File: src/rtl/display_scan_ctrl_pkg.sv
// Shared definitions for the seven-segment scan controller: state encoding,
// blank selection code and a nibble extraction helper.
package display_scan_ctrl_pkg;

    typedef enum logic [1:0] {
        IDLE  = 2'd0,
        SHOW  = 2'd1,
        GUARD = 2'd2
    } scan_state_t;

    localparam logic [2:0] SEL_OFF  = 3'b111;
    localparam int         NIBBLE_W = 4;

    function automatic logic [NIBBLE_W-1:0] nibble_of(input logic [15:0] value,
                                                      input logic [1:0]  idx);
        logic [15:0] shifted;
        shifted = value >> {idx, 2'b00};
        return shifted[NIBBLE_W-1:0];
    endfunction

endpackage

File: src/rtl/display_scan_tick.sv
// Slot prescaler: counts 0..PRESCALE_MAX-1 while enabled and pulses tick on
// the last count, wrapping to 0.
module display_scan_tick #(
    parameter int PRESCALE_MAX   = 50000,
    parameter int PRESCALE_WIDTH = 16
) (
    input  logic clk,
    input  logic rst_n,
    input  logic clear,
    input  logic enable,
    output logic tick
);

    localparam logic [PRESCALE_WIDTH-1:0] COUNT_LAST = PRESCALE_WIDTH'(PRESCALE_MAX - 1);

    logic [PRESCALE_WIDTH-1:0] count;

    always_ff @(posedge clk or negedge rst_n) begin
        if (!rst_n) begin
            count <= '0;
        end else if (clear) begin
            count <= '0;
        end else if (enable) begin
            count <= (count == COUNT_LAST) ? '0 : count + 1'b1;
        end
    end

    assign tick = enable && !clear && (count == COUNT_LAST);

endmodule

File: src/rtl/display_scan_ctrl.sv
// Multiplexed seven-segment scan sequencer with blank guard slots and
// frame-aligned double-buffered value updates. Optional leading-zero
// blanking is enabled by defining DISPLAY_SCAN_CTRL_LEADING_ZERO_BLANK_EN.
module display_scan_ctrl
    import display_scan_ctrl_pkg::*;
#(
    parameter int NUM_DIGITS     = 4,
    parameter int PRESCALE_MAX   = 50000,
    parameter int PRESCALE_WIDTH = 16,
    parameter int GUARD_CYCLES   = 4,
    parameter int GUARD_WIDTH    = 4
) (
    input  logic        DISPLAY_SCAN_CTRL_CLOCK_50,
    input  logic        DISPLAY_SCAN_CTRL_RESET_InLow,
    input  logic        DISPLAY_SCAN_CTRL_enable_In,
    input  logic        DISPLAY_SCAN_CTRL_load_In,
    input  logic [15:0] DISPLAY_SCAN_CTRL_value_InBUS,
    output logic [2:0]  DISPLAY_SCAN_CTRL_selection_OutBUS,
    output logic [3:0]  DISPLAY_SCAN_CTRL_nibble_OutBUS,
    output logic        DISPLAY_SCAN_CTRL_pending_Out,
    output logic        DISPLAY_SCAN_CTRL_frameDone_Out
);

    localparam logic [1:0]             DIGIT_LAST = 2'(NUM_DIGITS - 1);
    localparam logic [GUARD_WIDTH-1:0] GUARD_LAST =
        GUARD_WIDTH'((GUARD_CYCLES == 0) ? 0 : GUARD_CYCLES - 1);

    logic        clk;
    logic        rst_n;
    logic        scan_en;
    logic        load_pulse;
    logic [15:0] value_in;

    assign clk        = DISPLAY_SCAN_CTRL_CLOCK_50;
    assign rst_n      = DISPLAY_SCAN_CTRL_RESET_InLow;
    assign scan_en    = DISPLAY_SCAN_CTRL_enable_In;
    assign load_pulse = DISPLAY_SCAN_CTRL_load_In;
    assign value_in   = DISPLAY_SCAN_CTRL_value_InBUS;

    scan_state_t            state_q;
    logic [1:0]             digit_q;
    logic [GUARD_WIDTH-1:0] guard_cnt;
    logic [15:0]            active_q;
    logic [15:0]            shadow_q;
    logic                   pending_q;
    logic [2:0]             sel_q;
    logic [3:0]             nib_q;
    logic                   frame_done_q;

    logic        tick;
    logic [1:0]  digit_adv;
    logic [1:0]  show_digit;
    logic        adv;
    logic        boundary;
    logic [15:0] active_next;
    logic [2:0]  show_sel;
    logic [3:0]  show_nib;

    display_scan_tick #(
        .PRESCALE_MAX  (PRESCALE_MAX),
        .PRESCALE_WIDTH(PRESCALE_WIDTH)
    ) u_tick (
        .clk   (clk),
        .rst_n (rst_n),
        .clear (!(state_q == SHOW && scan_en)),
        .enable(state_q == SHOW),
        .tick  (tick)
    );

`ifdef DISPLAY_SCAN_CTRL_LEADING_ZERO_BLANK_EN
    function automatic logic lead_zero(input logic [15:0] v, input logic [1:0] d);
        logic nonzero_above;
        nonzero_above = 1'b0;
        for (int i = 0; i < NUM_DIGITS; i++) begin
            if (i >= int'(d) && nibble_of(v, 2'(i)) != '0) nonzero_above = 1'b1;
        end
        return (d != 2'd0) && !nonzero_above;
    endfunction
`endif

    // Decide the next digit to show and the value it will be shown from; the
    // frame-boundary transfer must already be visible in digit 0's nibble.
    always_comb begin
        digit_adv = (digit_q == DIGIT_LAST) ? 2'd0 : digit_q + 2'd1;
        adv       = 1'b0;
        if (scan_en) begin
            if (state_q == SHOW && tick && GUARD_CYCLES == 0) adv = 1'b1;
            if (state_q == GUARD && guard_cnt == GUARD_LAST) adv = 1'b1;
        end
        boundary = adv && (digit_q == DIGIT_LAST);

        active_next = active_q;
        if (state_q == IDLE && load_pulse) active_next = value_in;
        else if (boundary && pending_q)    active_next = shadow_q;

        show_digit = (state_q == IDLE) ? 2'd0 : digit_adv;
        show_sel   = {1'b0, show_digit};
        show_nib   = nibble_of(active_next, show_digit);
`ifdef DISPLAY_SCAN_CTRL_LEADING_ZERO_BLANK_EN
        if (lead_zero(active_next, show_digit)) begin
            show_sel = SEL_OFF;
            show_nib = '0;
        end
`endif
    end

    always_ff @(posedge clk or negedge rst_n) begin
        if (!rst_n) begin
            state_q      <= IDLE;
            digit_q      <= '0;
            guard_cnt    <= '0;
            active_q     <= '0;
            shadow_q     <= '0;
            pending_q    <= 1'b0;
            sel_q        <= SEL_OFF;
            nib_q        <= '0;
            frame_done_q <= 1'b0;
        end else begin
            active_q     <= active_next;
            frame_done_q <= boundary;

            // A load on the boundary clock still wins over the transfer's clear.
            if (load_pulse) begin
                if (state_q == IDLE) begin
                    pending_q <= 1'b0;
                end else begin
                    shadow_q  <= value_in;
                    pending_q <= 1'b1;
                end
            end else if (boundary) begin
                pending_q <= 1'b0;
            end

            case (state_q)
                IDLE: begin
                    digit_q   <= '0;
                    guard_cnt <= '0;
                    if (scan_en) begin
                        state_q <= SHOW;
                        sel_q   <= show_sel;
                        nib_q   <= show_nib;
                    end else begin
                        sel_q <= SEL_OFF;
                        nib_q <= '0;
                    end
                end
                SHOW: begin
                    if (!scan_en) begin
                        state_q   <= IDLE;
                        digit_q   <= '0;
                        guard_cnt <= '0;
                        sel_q     <= SEL_OFF;
                        nib_q     <= '0;
                    end else if (tick) begin
                        if (GUARD_CYCLES == 0) begin
                            digit_q <= digit_adv;
                            sel_q   <= show_sel;
                            nib_q   <= show_nib;
                        end else begin
                            state_q   <= GUARD;
                            guard_cnt <= '0;
                            sel_q     <= SEL_OFF;
                            nib_q     <= '0;
                        end
                    end
                end
                GUARD: begin
                    if (!scan_en) begin
                        state_q   <= IDLE;
                        digit_q   <= '0;
                        guard_cnt <= '0;
                        sel_q     <= SEL_OFF;
                        nib_q     <= '0;
                    end else if (guard_cnt == GUARD_LAST) begin
                        state_q   <= SHOW;
                        digit_q   <= digit_adv;
                        guard_cnt <= '0;
                        sel_q     <= show_sel;
                        nib_q     <= show_nib;
                    end else begin
                        guard_cnt <= guard_cnt + 1'b1;
                    end
                end
                default: begin
                    state_q <= IDLE;
                    sel_q   <= SEL_OFF;
                    nib_q   <= '0;
                end
            endcase
        end
    end

    assign DISPLAY_SCAN_CTRL_selection_OutBUS = sel_q;
    assign DISPLAY_SCAN_CTRL_nibble_OutBUS    = nib_q;
    assign DISPLAY_SCAN_CTRL_pending_Out      = pending_q;
    assign DISPLAY_SCAN_CTRL_frameDone_Out    = frame_done_q;

endmodule

File: config.mk
export PLATFORM = sky130hd
export DESIGN_NAME = display_scan_ctrl
export DESIGN_NICKNAME = d
export VERILOG_FILES = /design/src/rtl/display_scan_ctrl_pkg.sv /design/src/rtl/display_scan_tick.sv /design/src/rtl/display_scan_ctrl.sv
export SDC_FILE = /design/constraint.sdc
export NUM_CORES = 1
export LEC_CHECK = 0
export CORE_UTILIZATION = 45
export DETAILED_ROUTE_END_ITERATION = 6
export SYNTH_ARGS = -nofsm -noshare
export SYNTH_HDL_FRONTEND = slang
export SYNTH_SLANG_ARGS = --single-unit
File: constraint.sdc
create_clock -name DISPLAY_SCAN_CTRL_CLOCK_50 -period 6.1 [get_ports DISPLAY_SCAN_CTRL_CLOCK_50]
set_input_delay 1.22 -clock DISPLAY_SCAN_CTRL_CLOCK_50 [delete_from_list [all_inputs] [get_ports DISPLAY_SCAN_CTRL_CLOCK_50]]
set_output_delay 1.22 -clock DISPLAY_SCAN_CTRL_CLOCK_50 [all_outputs]
set_load 0.05 [all_outputs]
== After elaboration in Yosys (flattened, before gate mapping) ==
Index checks and enable logic that the tools add are counted.

* Bits in registers: 65
* Input bits: 20
* Output and inout port bits: 9
* Logic and storage cells: 77

* Add/sub/neg operators: 3
* Eq/ne operators: 10
* Shifts and indexed selects: 1
* Multiplexer cells: 37
* Bitwise gates (word level): 1
* Reduce and logical (&&, ||, !) cells: 15

{| class="wikitable"
|+ Operators with widths
! kind !! number
|-
| two-way mux 16 bit || 5
|-
| two-way mux 4 bit || 7
|-
| one-hot mux 4 bit (3 select lines) || 2
|-
| two-way mux 2 bit || 10
|-
| adder 16 x 1 -> 16 bit (second input constant) || 1
|-
| equality test 16 bit (second input constant) || 1
|-
| right shift 16 x 4 -> 4 bit || 1
|-
| two-way mux 3 bit || 5
|-
| one-hot mux 2 bit (3 select lines) || 2
|-
| one-hot mux 3 bit (3 select lines) || 1
|-
| logical AND 1 bit || 7
|-
| AND reduction 2 bit || 3
|-
| AND reduction 3 bit || 2
|-
| two-way mux 1 bit || 5
|-
| adder 4 x 1 -> 4 bit (second input constant) || 1
|-
| equality test 2 bit (second input constant) || 2
|-
| equality test 4 x 2 -> 1 bit (second input constant) || 1
|-
| inequality test 2 bit (second input constant) || 2
|-
| inequality test 3 x 2 -> 1 bit (second input constant) || 1
|-
| inequality test 3 bit (second input constant) || 1
|-
| nonzero test 3 bit || 1
|-
| adder 2 x 1 -> 2 bit (second input constant) || 1
|-
| equality test 2 x 1 -> 1 bit (second input constant) || 1
|-
| zero test 2 bit || 1
|-
| other kinds (3) || 3
|}

== Logic depth before layout (Yosys ltp) ==
Gate-level depths: netlist of run 1.

* Word-level depth: 12
* Depth in mapped cells: 8
* Mapped depth without buffers: 6

== Hierarchy ==
A second synthesis of run 1 with hierarchy kept.

* Cell total of the unflattened synthesis: 357
* Area, all modules: 3580.9 um^2

{| class="wikitable"
|+ By module, submodules not included
! module !! instances !! cells each !! area each (um^2) !! sequential area each (um^2)
|-
| display_scan_ctrl || 1 || 254 || 2603.7 || 1229.9
|-
| display_scan_tick || 1 || 103 || 977.2 || 400.4
|}

== Worst setup path before layout of run 1 ==
Ideal clock, no wire load.

* Path type: input to register
* Start: in DISPLAY_SCAN_CTRL_enable_In
* End: reg nib_q[1], in the netlist DISPLAY_SCAN_CTRL_nibble_OutBUS[1]
* Setup time: 126 ps
* Arrival time: 2546 ps
* Data required time: 5974 ps
* Setup slack: 3428 ps
* Stages on the path: 6
* Buffers on the path: 1
* Path through: buf_2 nand4b_1 o211ai_1 nand3_2 mux2_2 a221o_1

* Word-level cells in the longest chain between the ends: 9
* Elaborated cells between the ends (all ways): 17
* Classes of those cells: 2 x eq/ne; 1 x shift; 8 x mux; 6 x reduce/logical

{| class="wikitable"
|+ Ends and longest elaborated chain
! what !! line !! source
|-
| from (decl) || display_scan_ctrl.sv:15 || <nowiki>input logic DISPLAY_SCAN_CTRL_enable_In,</nowiki>
|-
| two-way mux 1 bit * || display_scan_ctrl.sv:86 || <nowiki>if (scan_en) begin</nowiki>
|-
| logical AND 1 bit * || display_scan_ctrl.sv:90 || <nowiki>boundary = adv && (digit_q == DIGIT_LAST);</nowiki>
|-
| logical AND 1 bit * || display_scan_ctrl.sv:94 || <nowiki>else if (boundary && pending_q) active_next = shadow_q;</nowiki>
|-
| two-way mux 16 bit * || display_scan_ctrl.sv:94 ||
|-
| two-way mux 16 bit * || display_scan_ctrl.sv:93 || <nowiki>if (state_q == IDLE && load_pulse) active_next = value_in;</nowiki>
|-
| net active_next[1] || display_scan_ctrl.sv:55 || <nowiki>logic [15:0] active_next;</nowiki>
|-
| right shift 16 x 4 -> 4 bit * || display_scan_ctrl_pkg.sv:17 || <nowiki>shifted = value >> {idx, 2'b00};</nowiki>
|-
| two-way mux 4 bit || display_scan_ctrl.sv:174 || <nowiki>end else if (guard_cnt == GUARD_LAST) begin</nowiki>
|-
| two-way mux 4 bit || display_scan_ctrl.sv:168 || <nowiki>if (!scan_en) begin</nowiki>
|-
| one-hot mux 4 bit (3 select lines) * || display_scan_ctrl.sv:134 || <nowiki>case (state_q)</nowiki>
|-
| to (signal assigned) || display_scan_ctrl.sv:141 || <nowiki>nib_q <= show_nib;</nowiki>
|-
| to (signal assigned) || display_scan_ctrl.sv:158 || <nowiki>nib_q <= show_nib;</nowiki>
|-
| to (signal assigned) || display_scan_ctrl.sv:179 || <nowiki>nib_q <= show_nib;</nowiki>
|-
| to (decl) || display_scan_ctrl.sv:47 || <nowiki>logic [3:0] nib_q;</nowiki>
|}

Mark *: on every way through the listed nets, which the timed path passes. The rest lies on a longest branch. The select of a mux whose other input is x is not followed.
A chain may end at the register's enable or synchronous reset.

== Final worst setup path of run 1 ==
* Start: in DISPLAY_SCAN_CTRL_enable_In
* End: reg nib_q[1], in the netlist DISPLAY_SCAN_CTRL_nibble_OutBUS[1]

* Word-level cells in the longest chain between the ends: 9
* Elaborated cells between the ends (all ways): 17
* Classes of those cells: 2 x eq/ne; 1 x shift; 8 x mux; 6 x reduce/logical

{| class="wikitable"
|+ Ends and longest elaborated chain
! what !! line
|-
| two-way mux 1 bit || display_scan_ctrl.sv:86
|-
| logical AND 1 bit || display_scan_ctrl.sv:90
|-
| logical AND 1 bit || display_scan_ctrl.sv:94
|-
| two-way mux 16 bit || display_scan_ctrl.sv:94
|-
| two-way mux 16 bit || display_scan_ctrl.sv:93
|-
| right shift 16 x 4 -> 4 bit || display_scan_ctrl_pkg.sv:17
|-
| two-way mux 4 bit || display_scan_ctrl.sv:174
|-
| two-way mux 4 bit || display_scan_ctrl.sv:168
|-
| one-hot mux 4 bit (3 select lines) || display_scan_ctrl.sv:134
|}

Several ways; a longest one is shown, not always the timed one. The select of a mux whose other input is x is not followed.

==> reports/results.tsv, run 1 <==
metric	value	unit
yosysMostFrequentCell	dfrtp_1	
hold_depth	1	
antenna_cells	0	
setup_viol	0	
grt_use_met1	29.76	%
cts_root_buffer	clkbuf_8	
grt_use_met2	28.51	%
die_w	85.66	um
grt_pass1_vias	2137	
coreArea	6794	um^2
rows	30	
fin_crit	3.320	ns
postCtsHoldBufs	0	
multiInputGateArea	1414	um^2
synth.top_cell.area_share	49.26	%
yosys-top-cells-area	dfrtp_1 (49%), mux2_2 (6.1%), nor2_1 (4.5%), dfstp_2 (2.5%), xnor2_1 (2.5%)	
min_path_type	flip-flop to flip-flop	
synthCells	294	
tritoncts	built	
grt_overflow_total	0	
reg2reg_depth	5	
yosysWarnings	0	
relSlewSlack	44.00	%
synth_area	3149	um^2
yosysTopAreaCell	dfrtp_1	
p_leak	0.001567	uW
ys_seq_elements	65	
first_pass_iters	4	
hpwl	4524	um
whs	0.4786	ns
syn_nets	317	
setup_tns	0	ns
cts_setup_buffers	0	
synth_edf_count	0	
ys_top_cells_by_count	dfrtp_1 (62), nor2_1 (38), nand2_1 (19)	
finalCritPeriodShare	54.43	%
via_count	2338	
route.detailed.drc	0	
clk_path_buf_depth	2	
gp_congestion	0.7954	
layout.area.seq	1630	um^2
cts_sinks	65	
outcome	finished clean	
routedWlPerCell	16.04	um
synth_area_per_cell	10.71	um^2
fillerInstances	623	
vias_per_cell	5.527	
clk_pin_slew_worst_paths	0.07	ns
finalHoldViolCount	0	
numPortBuffers	28	
area_growth	18.16	%
skew	0.01166	ns
ant_nets	0	
drt-total-wl	6787	um
antenna_found_initial	0	
crit_type	primary input to flip-flop	
irDropWorstVdd	0.1581	mV
dieArea	7337	um^2
synth-seq-area-share	51.77	%
cp_max_fo	16	
grt_util_met3	6.160	%
drive_above_1_share	14.07	%
fin_ws	2.780	ns
worstSkewPairLatency	0.35	ns
tightestPinTransition	0.8399	ns
yosysUniqueCellTypes	56	
die_y	85.66	um
initial_core_util	46.35	%
drt_iter0_drc	158	
grt_use_total	20.22	%
synth-main-ff-cell	dfrtp_1	
powerDensity	309.3	nW/um^2
max_cap_viol_count	0	
dpl_worst_slack	2.419	ns
worstPathRequired	6.34	ns
ctsResizeCount	0	
grt_pass1_wl	11250	um
fin_nets	345	
cp-start-kind	primary input	
arrival	3.56	ns
io_pins	29	
top_usage_layer	met1	
worstSetupEndpointType	flip-flop	
async_reset_ff_share	100.0	%
cts_buffers	9	
grt_start_max_net_pins	66	
rsz0062_at_grt	false	
fmax	301.2	MHz
slew_violations	0	
h-tree-depth	3	
-- cell families (layout without fill, tap and decap cells) --
family | after synthesis | in the layout | synth area share, %
compound gates | 58 | 58 | 12.87
xor+xnor | 14 | 14 | 3.894
flops | 65 | 65 | 51.77
fa+ha+maj | 3 | 3 | 1.192
buf+inv | 21 | 54 | 3.337
simple gates | 110 | 110 | 18.95
mux | 23 | 23 | 7.986
-- flip-flops by register name, indices dropped and copies added (netlist names) --
signal / cells
guard_cnt: 4
u_tick.count: 16
active_q: 16
DISPLAY_SCAN_CTRL_pending_Out: 1
state_q: 2
shadow_q: 16
DISPLAY_SCAN_CTRL_nibble_OutBUS: 4
DISPLAY_SCAN_CTRL_selection_OutBUS: 3
DISPLAY_SCAN_CTRL_frameDone_Out: 1
digit_q: 2
-- worst paths after layout --
check / slack [ns] / from / end
worst max-delay path: 2.78 / DISPLAY_SCAN_CTRL_enable_In / DISPLAY_SCAN_CTRL_nibble_OutBUS[1]
worst min-delay path: 0.48 / u_tick.count[0] / u_tick.count[0]
worst max register to register: 3.66 / state_q[0] / DISPLAY_SCAN_CTRL_nibble_OutBUS[1]
worst min register to register: 0.48 / u_tick.count[0] / u_tick.count[0]
max in group asynchronous: 4.50 / DISPLAY_SCAN_CTRL_RESET_InLow / u_tick.count[10]
min in group asynchronous: 1.05 / DISPLAY_SCAN_CTRL_RESET_InLow / guard_cnt[0]
-- placed cells by master (no fill, tap or decap), types with 3 or more instances in the layout --
| cell | synthesis | layout |
|---|---|---|
| dfstp_2 | 3 | 3 |
| a21o_1 | 3 | 3 |
| a21oi_1 | 11 | 11 |
| a22o_1 | 3 | 3 |
| nand3_1 | 7 | 7 |
| buf_4 | 2 | 3 |
| nand2_1 | 19 | 19 |
| clkbuf_8 | 0 | 12 |
| xnor2_1 | 9 | 9 |
| o21ai_0 | 10 | 10 |
| xor2_1 | 5 | 5 |
| dfrtp_1 | 62 | 62 |
| nand4_1 | 5 | 5 |
| nor2_1 | 38 | 38 |
| nor3_1 | 6 | 6 |
| ha_1 | 3 | 3 |
| clkdlybuf4s50_1 | 0 | 27 |
| a2111oi_0 | 3 | 3 |
| inv_1 | 7 | 7 |
| and3_1 | 5 | 5 |
| nand2b_1 | 3 | 3 |
| a211oi_1 | 6 | 6 |
| o21a_1 | 3 | 3 |
| nor4_1 | 5 | 5 |
| mux2_2 | 17 | 17 |
| mux2i_1 | 6 | 6 |
-- cell type report --
class,count,share of cell area [%]
Sequential cell,65,43.81
Multi-Input combinational cell,208,38.00
Timing Repair Buffer,31,8.003
Clock buffer,14,4.640
Tap cell,96,3.228
Clock inverter,2,1.614
Inverter,7,0.7061
-- report_power, final --
part | leakage, uW | switching (uW) | internal, uW
Sequential | 0.000811 | 37.4 | 493
Clock | 0.000117 | 163 | 264
Combinational | 0.000639 | 106 | 87.3
Total | 0.00157 | 307 | 844
-- routing by layer --
metal  part of all wire [%]  vias up  wire length, um
met5                      0        -                0
met4                    1.1        0               73
met3                    5.1        9              348
met2                     43       57             2943
met1                     50     1150             3422
li1                       -     1122                -
-- critical path, stage by stage --
cell	delay, ns
clkdlybuf4s50_1	0.69
and4b_1	0.35
nand2_2	0.28
a2111oi_0	0.58
a2111oi_0	0.14
a221o_1	0.29
-- per-stage QoR --
step           instance area [um^2]  total power [uW]  cells  util (%)
2_1_floorplan                  3149             662.1    294         -
4_1_cts                        3721              1165    423     54.77
3_3_place_gp                   3488             729.5    407     51.34
6_report                       3721              1151    423     54.77
5_1_grt                        3721              1201    423     54.77
3_5_place_dp                   3488             731.1    407     51.34
Note: power is estimated with default switching activity, not from simulation.
==> inputs of run 2 (changes only) <==
- clock period: 6.1 -> 3.3 ns (I/O delays scaled with it)
==> run 2 against run 1 <==
- final cell count rose by 1.2%
- hold slack got worse by 0.065 ns
- sequential power rose by 85%
- final area fell by 0.71%
- non-clock buffer count rose by 6
- register-to-register slack got worse by 2.7 ns
- clock skew fell by 0.0015 ns
- utilization fell by 0.39 points
- routed wire length fell by 1.0%
- power rose by 67%
- sequential share of layout area rose by 0.31 points
- critical endpoint unchanged
==> reports/results.tsv, run 2 (synthesis results as in run 1) <==
metric	value	unit
finalHoldViolCount	0	
drt-total-wl	6718	um
gp_congestion	0.7879	
initial_core_util	46.35	%
slew_violations	0	
irDropWorstVdd	0.2109	mV
grt_pass1_wl	11340	um
grt_start_max_net_pins	38	
grt_overflow_total	0	
combPwrFrac	18.9	%
clkPwrFrac	30.0	%
fin_ws	0.7659	ns
relSlewSlack	44.23	%
swShare	28.95	%
clk_path_buf_depth	2	
p_switching	554.9	uW
tightestPinTransition	0.8365	ns
max_cap_viol_count	0	
worstSetupEndpointType	flip-flop	
grt_use_total	20.26	%
cts_root_buffer	clkbuf_8	
fin_nets	351	
tritoncts	built	
postCtsHoldBufs	0	
cts_sinks	65	
r2r_start	state_q[0]	
worstSkewPairLatency	0.34	ns
fin_crit	2.534	ns
setup_viol	0	
layout_common_cells	dfrtp_1 (62), nor2_1 (38), clkdlybuf4s50_1 (27), nand2_1 (19), mux2_2 (17)	
fmax	394.6	MHz
ctsResizeCount	0	
skew	0.01016	ns
rows	30	
grt_pass1_vias	2256	
route.detailed.drc	0	
numPortBuffers	28	
final_common_cell	dfrtp_1	
cp-start-kind	primary input	
dpl_worst_slack	0.4589	ns
via_count	2350	
antenna_found_initial	0	
drive_above_1_share	15.66	%
reg_top3	active_q x16, shadow_q x16, u_tick.count x16	
arrival	2.75	ns
hpwl	4767	um
min_path_type	primary input to asynchronous set/reset pin	
setup_tns	0	ns
crit_type	primary input to flip-flop	
die_y	85.66	um
cts_setup_buffers	0	
dieArea	7337	um^2
io_pins	29	
cts_buffers	9	
drt_iter0_drc	121	
fin_util	54.38	%
ant_nets	0	
power.internal	1362	uW
first_pass_iters	5	
cp_max_fo	10	
crit_start	DISPLAY_SCAN_CTRL_enable_In	
die_w	85.66	um
clk_pin_slew_worst_paths	0.07	ns
vias_per_cell	5.491	
p_leak	0.001567	uW
outcome	finished clean	
worstPathRequired	3.52	ns
finalCritPeriodShare	76.79	%
h-tree-depth	3	
whs	0.4135	ns
seqPwrFrac	51.1	%
routedWlPerCell	15.70	um
antenna_cells	0	
rsz0062_at_grt	false	
area_growth	17.32	%
powerDensity	518.8	nW/um^2
coreArea	6794	um^2
==> run 2: changes by cell type in the layout (fill, tap and decap cells not counted) <==
cell,change
clkbuf_1,-1
buf_4,+6
bufinv_16,-2
clkbuf_8,-2
clkinv_2,+4
==> run 2: layout make-up <==
type	count	area [um^2]
Multi-Input combinational cell	208	1414
Timing Repair Buffer	37	342.8
Clock inverter	4	20.02
Sequential cell	65	1630
Inverter	7	26.28
Clock buffer	11	141.4
Fill cell	634	3099
Tap cell	96	120.1
==> run 2: worst max-delay path: stages <==
cell and delay [ns]:
clkdlybuf4s50_1 0.48, buf_4 0.16, nand4b_1 0.39, o211ai_1 0.37
nand3_2 0.11, mux2_2 0.27, a221o_1 0.31
==> run 2: metal layers <==
| metal | GRT usage, % | wire [um] | up-vias |
|---|---|---|---|
| met3 | 4.812 | 287 | 7 |
| met4 | 6.364 | 81 | 0 |
| met2 | 28.87 | 2915 | 58 |
| met5 | 0 | 0 | - |
| li1 | - | - | 1138 |
| met1 | 30.42 | 3435 | 1147 |
==> run 2: path summary, 6_finish.rpt <==
path	endpoint	depth (start not counted)	slack [ns]
max	DISPLAY_SCAN_CTRL_nibble_OutBUS[1]	7	0.77
min	guard_cnt[2]	1	0.41
max reg2reg	DISPLAY_SCAN_CTRL_nibble_OutBUS[1]	5	0.95
min reg2reg	u_tick.count[0]	1	0.47
max in group asynchronous	u_tick.count[4]	2	2.13
min in group DISPLAY_SCAN_CTRL_CLOCK_50	u_tick.count[0]	1	0.47
==> run 2: power groups by stage <==
stage / Clock (uW) / Combinational, uW / Sequential (uW)
6_report: 575 / 362 / 979
5_1_grt: 629 / 398 / 991
4_1_cts: 595 / 366 / 978
3_5_place_dp: 0 / 365 / 993
3_3_place_gp: 0 / 361 / 993
2_1_floorplan: 0 / 203 / 1020
==> run 2: through the flow <==
| step | instance area (um^2) | power, uW | cells |
|---|---|---|---|
| after floorplan | 3149 | 1224 | 294 |
| after global placement | 3533 | 1354 | 413 |
| after detailed placement | 3533 | 1359 | 413 |
| after CTS | 3695 | 1940 | 428 |
| after global routing | 3695 | 2017 | 428 |
| final | 3695 | 1917 | 428 |
==> inputs of run 3 (changes only) <==
- clock period: 3.3 -> 2.6 ns (I/O delays scaled with it)
==> run 3 against run 2 <==
- count of clock-buffer cells in the layout up 1
- critical path depth is 6 lower
- power grew 37%
- final cell count rose by 1.2%
- register-to-register slack got worse by 0.52 ns
==> reports/results.tsv, run 3 (synthesis results as in run 1) <==
metric	value	unit
outcome	finished clean	
grt_pass1_wl	11390	um
grt_start_max_net_pins	38	
combPwrFrac	18.1	%
skew	0.006273	ns
area_growth	20.38	%
irDropWorstVdd	0.4536	mV
swShare	27.82	%
grt_overflow_total	0	
clk_pin_slew_worst_paths	0.07	ns
drt_iter0_drc	90	
finalHoldViolCount	0	
worstPathRequired	2.08	ns
crit_chain	clkdlybuf4s50_1	
max_cap_viol_count	0	
coreArea	6794	um^2
rsz0062_at_grt	false	
p_switching	730.1	uW
cp_max_fo	2	
cts_setup_buffers	0	
dieArea	7337	um^2
first_pass_iters	4	
ant_nets	0	
power.internal	1894	uW
worstSetupEndpointType	output pin	
tritoncts	built	
fin_crit	2.214	ns
p_leak	0.001605	uW
antenna_found_initial	0	
crit_type	flip-flop to output pin	
gp_congestion	0.7837	
route.detailed.drc	0	
drt-total-wl	6716	um
die_y	85.66	um
arrival	1.69	ns
crit_family	buffers and inverters	
reg_top3	active_q x16, shadow_q x16, u_tick.count x16	
layout_common_cells	dfrtp_1 (62), nor2_1 (38), clkdlybuf4s50_1 (27), nand2_1 (19), mux2_2 (17)	
cp-start-kind	flip-flop	
cts_sinks	65	
numPortBuffers	28	
fin_nets	355	
hpwl	4797	um
ctsResizeCount	0	
vias_per_cell	5.365	
cts_root_buffer	clkbuf_8	
fmax	451.6	MHz
reg2reg_depth	6	
relSlewSlack	54.58	%
antenna_cells	0	
io_pins	29	
worstSkewPairLatency	0.34	ns
critPathBufInv	1	
die_w	85.66	um
slew_violations	0	
grt_pass1_vias	2266	
cts_buffers	9	
h-tree-depth	3	
final_common_cell	dfrtp_1	
routedWlPerCell	15.51	um
setup_viol	0	
postCtsHoldBufs	0	
finalCritPeriodShare	85.17	%
via_count	2323	
clk_path_buf_depth	2	
cpMaxStageDelayCell	clkdlybuf4s50_1	
seqPwrFrac	47.0	%
grt_use_total	20.15	%
setup_tns	0	ns
min_path_type	primary input to asynchronous set/reset pin	
clkPwrFrac	34.9	%
tightestPinTransition	0.6814	ns
drive_above_1_share	17.21	%
powerDensity	692.2	nW/um^2
cp.depth	1	
fin_util	55.80	%
rows	30	
initial_core_util	46.35	%
max_stage_delay	0.81	ns
==> run 3: final cells by class <==
cell class,count,area [um^2]
fillers,626,3003
flip-flops and latches,65,1630
multi-input cells,208,1414
repair buffers,41,385.4
clock buffers,12,165.2
well taps,96,120.1
clock inverters,4,50.05
inverters,7,26.28
==> run 3: path summary, 6_finish.rpt <==
path / start / endpoint / slack [ns]
worst max-delay path: DISPLAY_SCAN_CTRL_selection_OutBUS[1] / DISPLAY_SCAN_CTRL_selection_OutBUS[1] / 0.39
min in group DISPLAY_SCAN_CTRL_CLOCK_50: u_tick.count[0] / u_tick.count[0] / 0.47
worst min register to register: u_tick.count[0] / u_tick.count[0] / 0.47
max in group asynchronous: DISPLAY_SCAN_CTRL_RESET_InLow / active_q[6] / 1.76
worst max register to register: state_q[1] / DISPLAY_SCAN_CTRL_nibble_OutBUS[0] / 0.43
worst min-delay path: DISPLAY_SCAN_CTRL_RESET_InLow / guard_cnt[0] / 0.21
==> run 3: layer usage <==
layer	global-route usage (%)	up-vias	wire, um
met5	0	-	0
met4	6.818	0	72
met3	4.812	6	242
met2	28.87	36	2895
met1	29.88	1139	3506
li1	-	1142	-
==> run 3: power by group through the flow <==
stage / clock (uW) / sequential, uW / combinational, uW
floorplan: 0 / 1300 / 258
global placement: 0 / 1250 / 471
detailed placement: 0 / 1250 / 480
CTS: 932 / 1230 / 482
global route: 978 / 1250 / 524
finish: 915 / 1230 / 475
==> run 3: through the flow <==
| step | setup WS [ns] | hold slack [ns] | power, uW | std cells | instance area, um^2 |
|---|---|---|---|---|---|
| global placement | 0.04546 | 0.4528 | 1723 | 417 | 3576 |
| CTS | 0.3694 | 0.2240 | 2648 | 433 | 3791 |
| finish | 0.3856 | 0.2150 | 2624 | 433 | 3791 |
| global route | 0.1860 | 0.2637 | 2752 | 433 | 3791 |
| detailed placement | 0.07920 | 0.4566 | 1733 | 417 | 3576 |
| floorplan | 0.5672 | 0.2244 | 1553 | 294 | 3149 |
